**config.mk**
```make
export PLATFORM = sky130hd
export DESIGN_NAME = conv_window_buffer
export DESIGN_NICKNAME = d
export VERILOG_FILES = /design/src/rtl/conv_window_buffer.sv
export SDC_FILE = /design/constraint.sdc
export NUM_CORES = 1
export LEC_CHECK = 0
export BUFFER_PORTS_ARGS = -buffer_cell sky130_fd_sc_hd__buf_2
export CELL_PAD_IN_SITES_DETAIL_PLACEMENT = 1
export CELL_PAD_IN_SITES_GLOBAL_PLACEMENT = 2
export CORE_UTILIZATION = 42
export CTS_CLUSTER_SIZE = 16
export DETAILED_ROUTE_END_ITERATION = 16
export GPL_TIMING_DRIVEN = 0
export PLACE_DENSITY = 0.81
export SYNTH_ARGS = -nofsm -noshare
export SYNTH_HDL_FRONTEND = slang
export SYNTH_SLANG_ARGS = --single-unit
```
**constraint.sdc**
```tcl
create_clock -name clk -period 2.6 [get_ports clk]
set_input_delay 0.26 -clock clk [delete_from_list [all_inputs] [get_ports clk]]
set_output_delay 0.26 -clock clk [all_outputs]
set_load 0.02 [all_outputs]
```
**src/rtl/conv_window_buffer.sv**
```systemverilog
// conv_window_buffer: raster-order pixel stream to registered 3x3 windows using two line buffers.
module conv_window_buffer #(
    parameter int IMG_W = 28,
    parameter int IMG_H = 28,
    parameter int PIX_W = 8
) (
    input  logic                       clk,
    input  logic                       rst,
    input  logic                       pixel_valid,
    input  logic [PIX_W-1:0]           pixel_in,
    output logic                       win_valid,
    output logic [9*PIX_W-1:0]         win_data,
    output logic [$clog2(IMG_W)-1:0]   col_idx,
    output logic [$clog2(IMG_H)-1:0]   row_idx,
    output logic                       frame_done
);
    localparam int CW = $clog2(IMG_W);
    localparam int RW = $clog2(IMG_H);
    logic [PIX_W-1:0] lb0 [IMG_W];
    logic [PIX_W-1:0] lb1 [IMG_W];
    logic col_last, row_last;
    assign col_last = col_idx == CW'(IMG_W - 1);
    assign row_last = row_idx == RW'(IMG_H - 1);
    // Line buffers are plain RAM: never reset, only exposed behind win_valid.
    always_ff @(posedge clk)
        if (pixel_valid) begin
            lb1[col_idx] <= lb0[col_idx];
            lb0[col_idx] <= pixel_in;
        end
    // Element (r,c) lives at PIX_W*(3r+c); each row shifts toward c0 and the new column enters c2.
    always_ff @(posedge clk)
        if (!rst) begin
            col_idx    <= '0;
            row_idx    <= '0;
            win_data   <= '0;
            win_valid  <= 1'b0;
            frame_done <= 1'b0;
        end else begin
            win_valid  <= pixel_valid && row_idx >= RW'(2) && col_idx >= CW'(2);
            frame_done <= pixel_valid && row_last && col_last;
            if (pixel_valid) begin
                col_idx  <= col_last ? '0 : col_idx + 1'b1;
                row_idx  <= col_last ? (row_last ? '0 : row_idx + 1'b1) : row_idx;
                win_data <= {pixel_in, win_data[9*PIX_W-1:7*PIX_W],
                             lb0[col_idx], win_data[6*PIX_W-1:4*PIX_W],
                             lb1[col_idx], win_data[3*PIX_W-1:PIX_W]};
            end
        end
endmodule

```
# == Word-level counts from Yosys, hierarchy flattened ==
# Memory sizes are Yosys's and may differ from the RTL's. A register that Yosys moved wholly into a read port is not among the register bits.
# Index checks and enable logic that the tools add are counted.
# op_classes
add_sub_neg,2
n_mul,0
div_mod_pow,0
n_lt_le_gt_ge,2
n_eq_ne,2
shift,0
muxes,6
n_bitwise,0
reduce_logical,6
# ops
operator,count
5-bit two-way mux,4
"5-bit by 1-bit adder with 5-bit output, second input constant",2
"5-bit == test, second input constant",2
"5-bit by 2-bit >= comparator with 1-bit output, second input constant",2
1-bit logical AND,4
1-bit two-way mux,2
2-bit AND reduction,1
1-bit zero test,1
# totals
regBits,84
latchBits,0
ramBits,448
rom_bits,0
inputBits,11
output_inout_bits,84
word_cells,25
n_memories,2
# memory_table
name,depth,word_bits,read_ports,rd_clocked_by_memory_dff,wr,line,rtl
lb0,28,8,1,1,1,19,logic [PIX_W-1:0] lb0 [IMG_W];
lb1,28,8,1,1,1,20,logic [PIX_W-1:0] lb1 [IMG_W];

# == Depth between registers and ports, before layout ==
# Gate-level depths: netlist (run 1).
# depth
depth_word,4
ltp_mapped,9
ltp_nobuf,5

# == Least setup slack after synthesis (run 1) ==
# OpenSTA, ideal clock, no wires.
# synth_timing
path_type,register -> register
startpoint,register with a tool-made name
endpoint,"memory lb1[0][4], data pin"
setup_time_ns,0.415
arrival_time_ns,2.304
t_required_ns,2.185
slack_ns,-0.120
path_stages_with_launch,8
n_path_buf,3
period_less_slack_ns,2.720
cell_sequence,dfxtp_1 buf_4 buf_6 buf_4 mux2i_1 a22oi_1 a21oi_1 nor3_1
# synth_lines
element,line
end: declaration,20

==> metrics list, run 1 <==
- Outcome: finished, violations left
- The final reports fail on negative setup slack.
- The slowest stage of the critical path belongs to the cell sky130_fd_sc_hd__dfxtp_1.
- Clock tree from TritonCTS: done
- For the worst-skew pair, the clock arrives at the later sink with an insertion delay of 610 ps.
* # rows: 80
- The initial utilization of the core area, before any placement, comes to 0.4294.
- The via count of the first global-routing pass came to 11750.
* Fraction of layout instances using a drive strength above 1: 0.2601
- Vertical die dimension: 223.9 um
- In this run the horizontal extent of the chip is 223.9 um.
- Derived from the worst setup path, the maximum achievable clock frequency is 380.9 MHz.
- The HPWL after detailed placement is 33.86 mm.
- For this run, asynchronously set or reset flops after synthesis account for 0.
* Final net count: 1335
* Mapped Nets: 1171
- Final Power: 18.77 mW
- First-pass GRT wire length: 80.17 mm
* Via total after detailed routing: 11400
- Synthesis instantiated 53 different standard cells from the library.
* Number of enable-type register cells in the synthesized netlist: 448
* Leak: 8.271 nW
- CTS placed an instance of sky130_fd_sc_hd__clkbuf_16 at the clock tree root.
- Instance count of the mapped netlist: 1153
* Worst endpoint required time: 3040 ps
- The average instance in the mapped netlist occupies 17.93 um^2.
- Setup CP Type: flip-flop to flip-flop
- Endpoints failing hold: 0
- Once detail routing completed, the nets flagged for antenna violations numbered 0.
* Kind of start point of the critical path: flip-flop
- The finished cells cover 24270 um^2.
* Setup repair after global routing missed its margin: true
* Power density over the cells: 773.2 nW/um^2
* H-tree level count: 2
- Entering global routing, the biggest net connects 30 pins.
- Type of the most critical hold path: input port to flip-flop
- The max-slew violation count was 0.
* Area after DPL: 22080 um^2
* Wire per inst: 27.85 um
- Headroom to the max-slew limit: 0.3848
* Number of filler instances in the final layout: 4447
* List of most frequent post-synthesis cells: sky130_fd_sc_hd__edfxtp_1, sky130_fd_sc_hd__mux2i_1, sky130_fd_sc_hd__dfxtp_1
- In this run the cell area of the synthesized design comes to 20670 um^2.
- The number of antenna violations at the first check in global routing was 0.
- Share of synthesized area occupied by flip-flops and latches: 0.7369
* Dominant cell type by area after synthesis: sky130_fd_sc_hd__edfxtp_1
- Across every metal layer, demand over resource in global routing totals 0.2254.
- The critical path crosses 8 cells after its start point.
- After synthesis the netlist holds a flip-flop and latch count of 537.
- In this run the standard cell core region covers 48150 um^2.
- IR drop worst, VDD: 0.4903 mV
- The detailed router finished its first iteration with 964 violations.
- The tool flagged a number of max-cap violations equal to 0.
- Layout Skew: 25.71 ps
- For the worst flop-to-flop path, the logic depth is 8.
- Final setup violation count: 15
* Cell with the most instances after synthesis: sky130_fd_sc_hd__edfxtp_1
- The number of antenna diodes in the final layout is 0.
* Dominant register cell in the synthesized netlist: sky130_fd_sc_hd__edfxtp_1
- The signal on the critical path passes through buf_6 -> buf_12 -> buf_4 -> buf_4 -> buf_4 -> nand3_1 -> xnor2_1 -> nor2_1.
* Delay of the slowest critical-path stage: 540 ps
- Clk sinks: 537
- Setup slack, reg-to-reg: -30 ps
* Biggest area contributors in the synthesized netlist: sky130_fd_sc_hd__edfxtp_1, sky130_fd_sc_hd__dfxtp_1, sky130_fd_sc_hd__mux2i_1
- At the end of routability-driven placement, the weighted congestion stood at 0.8071.
- Critical Path Source: col_idx[1]
* Slew at the pin closest to its max-slew limit: 920.8 ps
- Number of buffers created by CTS: 53
- The floorplan step defined a die boundary enclosing 50120 um^2.
* Clock transition at the registers of the reported paths: 60 ps
* DR pass1 iterations: 5
* Multi-input gate area in the final layout: 5453 um^2
* Maximum root-to-sink buffer count: 3
- The critical path contains buffers and inverters numbering 5 combined.
- Endpoint kind of the worst setup timing path: flip-flop
* Time the worst path needs with I/O delays and setup: 2625 ps
- Number of top-level pins: 95
- Yosys warning total: 0
- The count of buffers added on input and output ports is 93.
- DRC violation count after routing: 0
* Gr ovfl total: 0
* Cell type group with the largest total delay on the critical path: buffers and inverters
- Buffers inserted to repair hold after CTS numbered 0.
- Along the worst path, the maximum fanout reaches 10.
* Worst R2R Start: col_idx[1]
- Using the TritonRoute via totals, the vias-per-cell ratio works out to 5.650.
- After layout, the worst setup slack is -25.48 ps.
- The sequential cells in the finished layout cover a total of 15240 um^2.
- From synthesis to final layout, the design area changed by 17.41%.
- The share of synthesized area in the top cell type comes to 0.6507.
* Dominant cell type by count on the critical path: sky130_fd_sc_hd__buf_4
* Total length of routed wires: 56.16 mm
- At the worst endpoint, the arrival time is 3060 ps.
- Final clock period utilization by the worst path: 1.010
worst register-to-register path, cell delays in order (launching register included):
cell	delay, ps
sky130_fd_sc_hd__dfxtp_1	540
sky130_fd_sc_hd__buf_6	230
sky130_fd_sc_hd__buf_12	180
sky130_fd_sc_hd__buf_4	230
sky130_fd_sc_hd__buf_4	260
sky130_fd_sc_hd__buf_4	260
sky130_fd_sc_hd__nand3_1	150
sky130_fd_sc_hd__xnor2_1	180
sky130_fd_sc_hd__nor2_1	430
stage by stage:
| step | setup TNS (ps) | std cells | setup WS [ps] | hold slack [ps] | util |
|---|---|---|---|---|---|
| final | -154.1 | 2017 | -25.48 | 164.4 | 0.5042 |
| after global routing | -2122 | 2017 | -80.84 | 177.4 | 0.5042 |
| after CTS | 0 | 2015 | 0.6843 | 135.5 | 0.5019 |
| after detailed placement | -260520 | 1905 | -944.6 | 481.9 | 0.4586 |
| after global placement | -309720 | 1902 | -965.6 | 469.0 | 0.4565 |
| after floorplan | 0 | 1153 | 303.2 | 358.9 | - |
flip-flops by register name, indices dropped and copies added, names as in the netlist, named ones only:
| register | count |
|---|---|
| col_idx | 5 |
| frame_done | 1 |
| lb0 | 224 |
| lb1 | 224 |
| row_idx | 5 |
| win_data | 72 |
| win_valid | 1 |
layout make-up:
type                            instances  area share
Tap cell                              656     0.03381
Timing Repair Buffer                  104     0.02711
Clock inverter                         32     0.01036
Inverter                                7    0.001082
Sequential cell                       537      0.6277
Multi-Input combinational cell        549      0.2246
Clock buffer                           67     0.05855
Buffer                                 65     0.01675
cell usage in the layout (no fill, tap or decap), drive strengths merged, types with 4 or more instances in the layout:
cell	synthesis	layout
and2	19	19
o21ai	14	14
mux2	7	7
nand3	17	22
a21o	4	4
clkbuf	26	92
xnor2	4	4
nor2b	4	4
mux4	67	67
clkinvlp	0	4
a21oi	20	20
mux2i	161	161
bufinv	0	4
nand2	30	30
nor3	9	10
buf	40	144
and3	17	17
clkinv	0	23
nand2b	4	4
a41oi	4	4
a31oi	9	9
a22oi	38	38
inv	7	8
nor2	73	73
edfxtp	448	448
o41ai	4	4
dfxtp	89	89
o211a	4	4
ha	7	7
cell families after synthesis:
logic type	Yosys count	synth area share
buf+inv	73	0.01997
xor+xnor	7	0.002965
flops	537	0.7369
compound gates	113	0.03825
fa+ha+maj	7	0.004236
simple gates	181	0.04133
mux	235	0.1564
worst min-delay path by stage:
stage,startpoint,to,slack [ps],cells past startpoint
finish,pixel_in[0],lb0[7][0],160,1
global route,rst,row_idx[3],180,3
CTS,pixel_in[0],lb0[7][0],140,1
detailed placement,win_data[53],win_data[53],480,2
global placement,win_data[3],win_data[3],470,2
floorplan,pixel_in[0],lb0[0][0],360,0
metal layers:
metal / share of wire / global-route usage
met3: 0.071 / 0.04814
met1: 0.41 / 0.2901
met4: 0.028 / 0.08992
met2: 0.49 / 0.3728
met5: 0 / 0
power by group:
part | internal [mW] | leakage [nW] | switching (mW)
combinational | 0.607 | 2.71 | 1.00
sequential | 9.58 | 4.76 | 0.0903
clock | 4.25 | 0.806 | 3.24
total | 14.4 | 8.27 | 4.33
timing repair:
item / 4_1_cts / 5_1_grt
pin swaps: 7 / 4
endpoints found under the setup margin: 626 / 523
gates resized for setup: 81 / 17
gates cloned: 5 / 1
endpoints found under the hold margin: 0 / 0
setup buffers: 6 / 2
Power figures use the tool's default switching activity.
==> run 2: changes to the inputs <==
RECOVER_POWER = 50   (was unset)
==> run 2 against run 1 <==
The flow finishes with violations (max-capacitance violations, max-slew violations, negative setup slack); flip-flop and latch count did not move; first-iteration DRC count rose by 2.5%; core utilization fell by 0.29 points; register-to-register slack barely moved; clock skew fell by 1.4 ps; clock-buffer cell count did not move; fmax fell by 0.13%; cell count did not move; non-clock buffer count did not move.
==> metrics list, run 2 (same netlist as run 1, synthesis figures left out) <==
* Outcome: finished, violations left (unchanged)
- Failing checks: max-capacitance violations, max-slew violations, negative setup slack (was negative setup slack).
- Delay of the slowest critical-path stage: 660 ps (was 540 ps)
* Worst-case hold slack: 164.8 ps (was 164.4 ps)
- The worst endpoint required time came to 2830 ps (was 3040 ps).
- The aggregate global-route resource usage was 0.2254 (unchanged).
- The final worst-path cycle share was 1.011 (was 1.010).
- DRC violation count after routing: 0 (unchanged)
* Endpoints failing hold: 0 (unchanged)
- The total congestion overflow came to 0 (unchanged).
- The gate family responsible for the most delay along the worst path was buffers and inverters (unchanged).
* Final setup violation count: 44 (was 15)
* Slew Viols, Final: 60 (was 0)
* Highest-count cells in the layout ignoring fill and taps: sky130_fd_sc_hd__edfxtp_1, sky130_fd_sc_hd__mux2i_1, sky130_fd_sc_hd__clkbuf_1 (was sky130_fd_sc_hd__edfxtp_1, sky130_fd_sc_hd__mux2i_1, sky130_fd_sc_hd__buf_2)
* Area taken by flip-flops and latches: 15240 um^2 (about the same)
- Clock tree from TritonCTS: done (unchanged)
- H-tree level count: 2 (unchanged)
- The largest net degree at the start of global routing came to 30 (unchanged).
* Setup repair after global routing missed its margin: true (unchanged)
- Layout Skew: 24.27 ps (was 25.71 ps)
* Number of buffers created by CTS: 53 (unchanged)
- The register-to-register path setup slack is -30 ps (about the same).
- The cell internal power dissipation is 14.42 mW (was 14.44 mW).
* Worst path slowest cell: sky130_fd_sc_hd__and3_2 (was sky130_fd_sc_hd__dfxtp_1)
* P&R area growth vs syn: 16.73% (was 17.41%)
- Largest fanout on the critical path: 16 (was 10)
* Via total after detailed routing: 11370 (was 11400)
- The switching power as a share of total power is 0.2309 (was 0.2307).
- The final layout net count came to 1335 (unchanged).
- Total inserted antenna cells: 0 (unchanged)
* Number of nets with antenna violations after routing: 0 (unchanged)
* Count of port buffers added during placement: 93 (unchanged)
* Clk sinks: 537 (unchanged)
* Leak: 7.892 nW (was 8.271 nW)
* Dominant cell type by count on the critical path: sky130_fd_sc_hd__buf_6 (was sky130_fd_sc_hd__buf_4)
* Worst Min Path Start: rst (was pixel_in[0])
- The share of total power in the clock network came to 0.399 (about the same).
- The footprint of the multi-input gates came to 5434 um^2 (was 5453 um^2).
- Max-Cap Viols: 2 (was 0)
* Slew at the pin closest to its max-slew limit: 1603 ps (was 920.8 ps)
* Fraction of power consumed by sequential logic: 0.516 (was 0.515)
- DR pass1 iterations: 5 (unchanged)
* Timing-limited maximum frequency: 380.4 MHz (was 380.9 MHz)
* IR drop worst, VDD: 0.4893 mV (was 0.4903 mV)
- The depth of the worst register-to-register path came to 6 (was 8).
- Number of top-level pins: 95 (unchanged)
- The clock insertion delay at the later pin of the skew report came to 610 ps (about the same).
- The fraction of final layout cells with drive strength greater than 1 was 0.1874 (was 0.2601).
* Area of the core: 48150 um^2 (unchanged)
- The die height came to 223.9 um (unchanged).
* Cell depth of the worst setup path: 6 (was 8)
- The wire length after detailed routing came to 56.30 mm (was 56.16 mm).
* Power spent charging and discharging nets: 4.330 mW (was 4.329 mW)
- The die boundary width is 223.9 um (unchanged).
- Combinational cell fraction of total power: 0.085 (was 0.086)
- Data arrival time of the critical path: 2860 ps (was 3060 ps)
- The final non-filler cell total came to 2017 (unchanged).
* Die area: 50120 um^2 (unchanged)
* Kind of start point of the critical path: flip-flop (unchanged)
- Sum of negative setup slack: -637.3 ps (was -154.1 ps)
- The worst max-slew margin expressed relative to the limit was -0.06887 (was 0.3848).
- Worst R2R Start: col_idx[0] (was col_idx[1])
- Clock transition at the registers of the reported paths: 70 ps (was 60 ps)
* Capture instance of the worst register-to-register path: lb0[12][4]
- The sum of net half-perimeters after detailed placement is 33.86 mm (unchanged).
* Setup CP Type: flip-flop to flip-flop (unchanged)
* Worst slack after detailed placement: -944.6 ps (unchanged)
* Post-detailed-route via-to-cell ratio: 5.638 (was 5.650)
* Most common cell after layout, fill and taps aside: sky130_fd_sc_hd__edfxtp_1 (unchanged)
- The terminating pin of the worst hold path is col_idx[0] (was lb0[7][0]).
- # rows: 80 (unchanged)
- The final period demand of the worst path was 2629 ps (was 2625 ps).
- The clock root buffer master was sky130_fd_sc_hd__clkbuf_16 (unchanged).
- The type of the worst min-delay path was input port to flip-flop (unchanged).
* Initial standard-cell utilization of the core: 0.4294 (unchanged)
* Wire per inst: 27.91 um (was 27.85 um)
- Critical path cell sequence: buf_6 -> buf_6 -> buf_4 -> inv_1 -> ha_1 -> and3_2 (was buf_6 -> buf_12 -> buf_4 -> buf_4 -> buf_4 -> nand3_1 -> xnor2_1 -> nor2_1).
* Power density over the cells: 777.0 nW/um^2 (was 773.2 nW/um^2)
- The number of stages on the worst hold path was 3 (was 1).
- Final RePlAce weighted congestion: 0.8071 (unchanged)
- Top flop regs: lb0: 224 flops, lb1: 224 flops, win_data: 72 flops (unchanged).
- The number of buffers and inverters on the critical path was 4 (was 5).
* Final worst slack: -28.81 ps (was -25.48 ps)
- Number of filler instances in the final layout: 4485 (was 4447)
- Endpoint kind of the worst setup timing path: flip-flop (unchanged)
- Post-layout utilization of the core: 0.5012 (was 0.5042)
* Antenna violations before repair: 0 (unchanged)
* Maximum root-to-sink buffer count: 3 (unchanged)
- The via count of the first global-routing pass came to 11750 (unchanged).
* 1st-iter DRT viols: 988 (was 964)
* Number of placed instances with taps included: 1905 (unchanged)
- The global-route wire length before repair came to 80.17 mm (unchanged).
## run 2: worst max path at each step
stage | from | slack, ps | endpoint
after CTS | col_idx[0] | 0.7 | lb0[2][5]
after global placement | flip-flop | -970 | lb1[14][7]
after global routing | col_idx[0] | -80 | lb0[12][4]
after detailed placement | flip-flop | -940 | lb1[10][2]
after floorplan | col_idx[2] | 300 | lb0[21][0]
final | col_idx[0] | -30 | lb0[12][4]
## run 2: tightest hold or removal path, cell delays in order
cell and delay [ps]:
sky130_fd_sc_hd__buf_2 150, sky130_fd_sc_hd__nand2b_1 170, sky130_fd_sc_hd__nor2_1 120
## run 2: metrics by stage
step	area, um^2	power (mW)
floorplan	20690	10.71
global placement	21980	11.20
CTS	24170	18.81
detailed placement	22080	11.30
finish	24130	18.75
global route	24130	19.19
## run 2: repair_timing
item | CTS | global route
resized for setup | 81 | 17
setup buffers | 6 | 2
gates cloned | 5 | 1
endpoints found under the setup margin | 626 | 523
hold buffers | 0 | 0
pin swaps | 7 | 4
## run 2: layer usage
layer,share of wire,vias up,track usage
met2,0.49,431,0.3728
met3,0.067,88,0.04814
met1,0.41,5959,0.2901
li1,-,4893,-
met4,0.028,0,0.08992
met5,0,-,0
## run 2: power groups by stage
stage | logic, mW | clock network (mW) | registers, mW
global placement | 1.33 | 0 | 9.86
detailed placement | 1.44 | 0 | 9.86
floorplan | 0.813 | 0 | 9.90
finish | 1.59 | 7.49 | 9.68
CTS | 1.57 | 7.57 | 9.67
global route | 1.67 | 7.84 | 9.68
## run 2: cell type report
class,count,area share
flip-flops and latches,537,0.6313
multi-input cells,549,0.2252
clock buffers,67,0.05890
well taps,656,0.03401
repair buffers,104,0.02255
plain buffers,65,0.01654
clock inverters,32,0.01042
inverters,7,0.001089
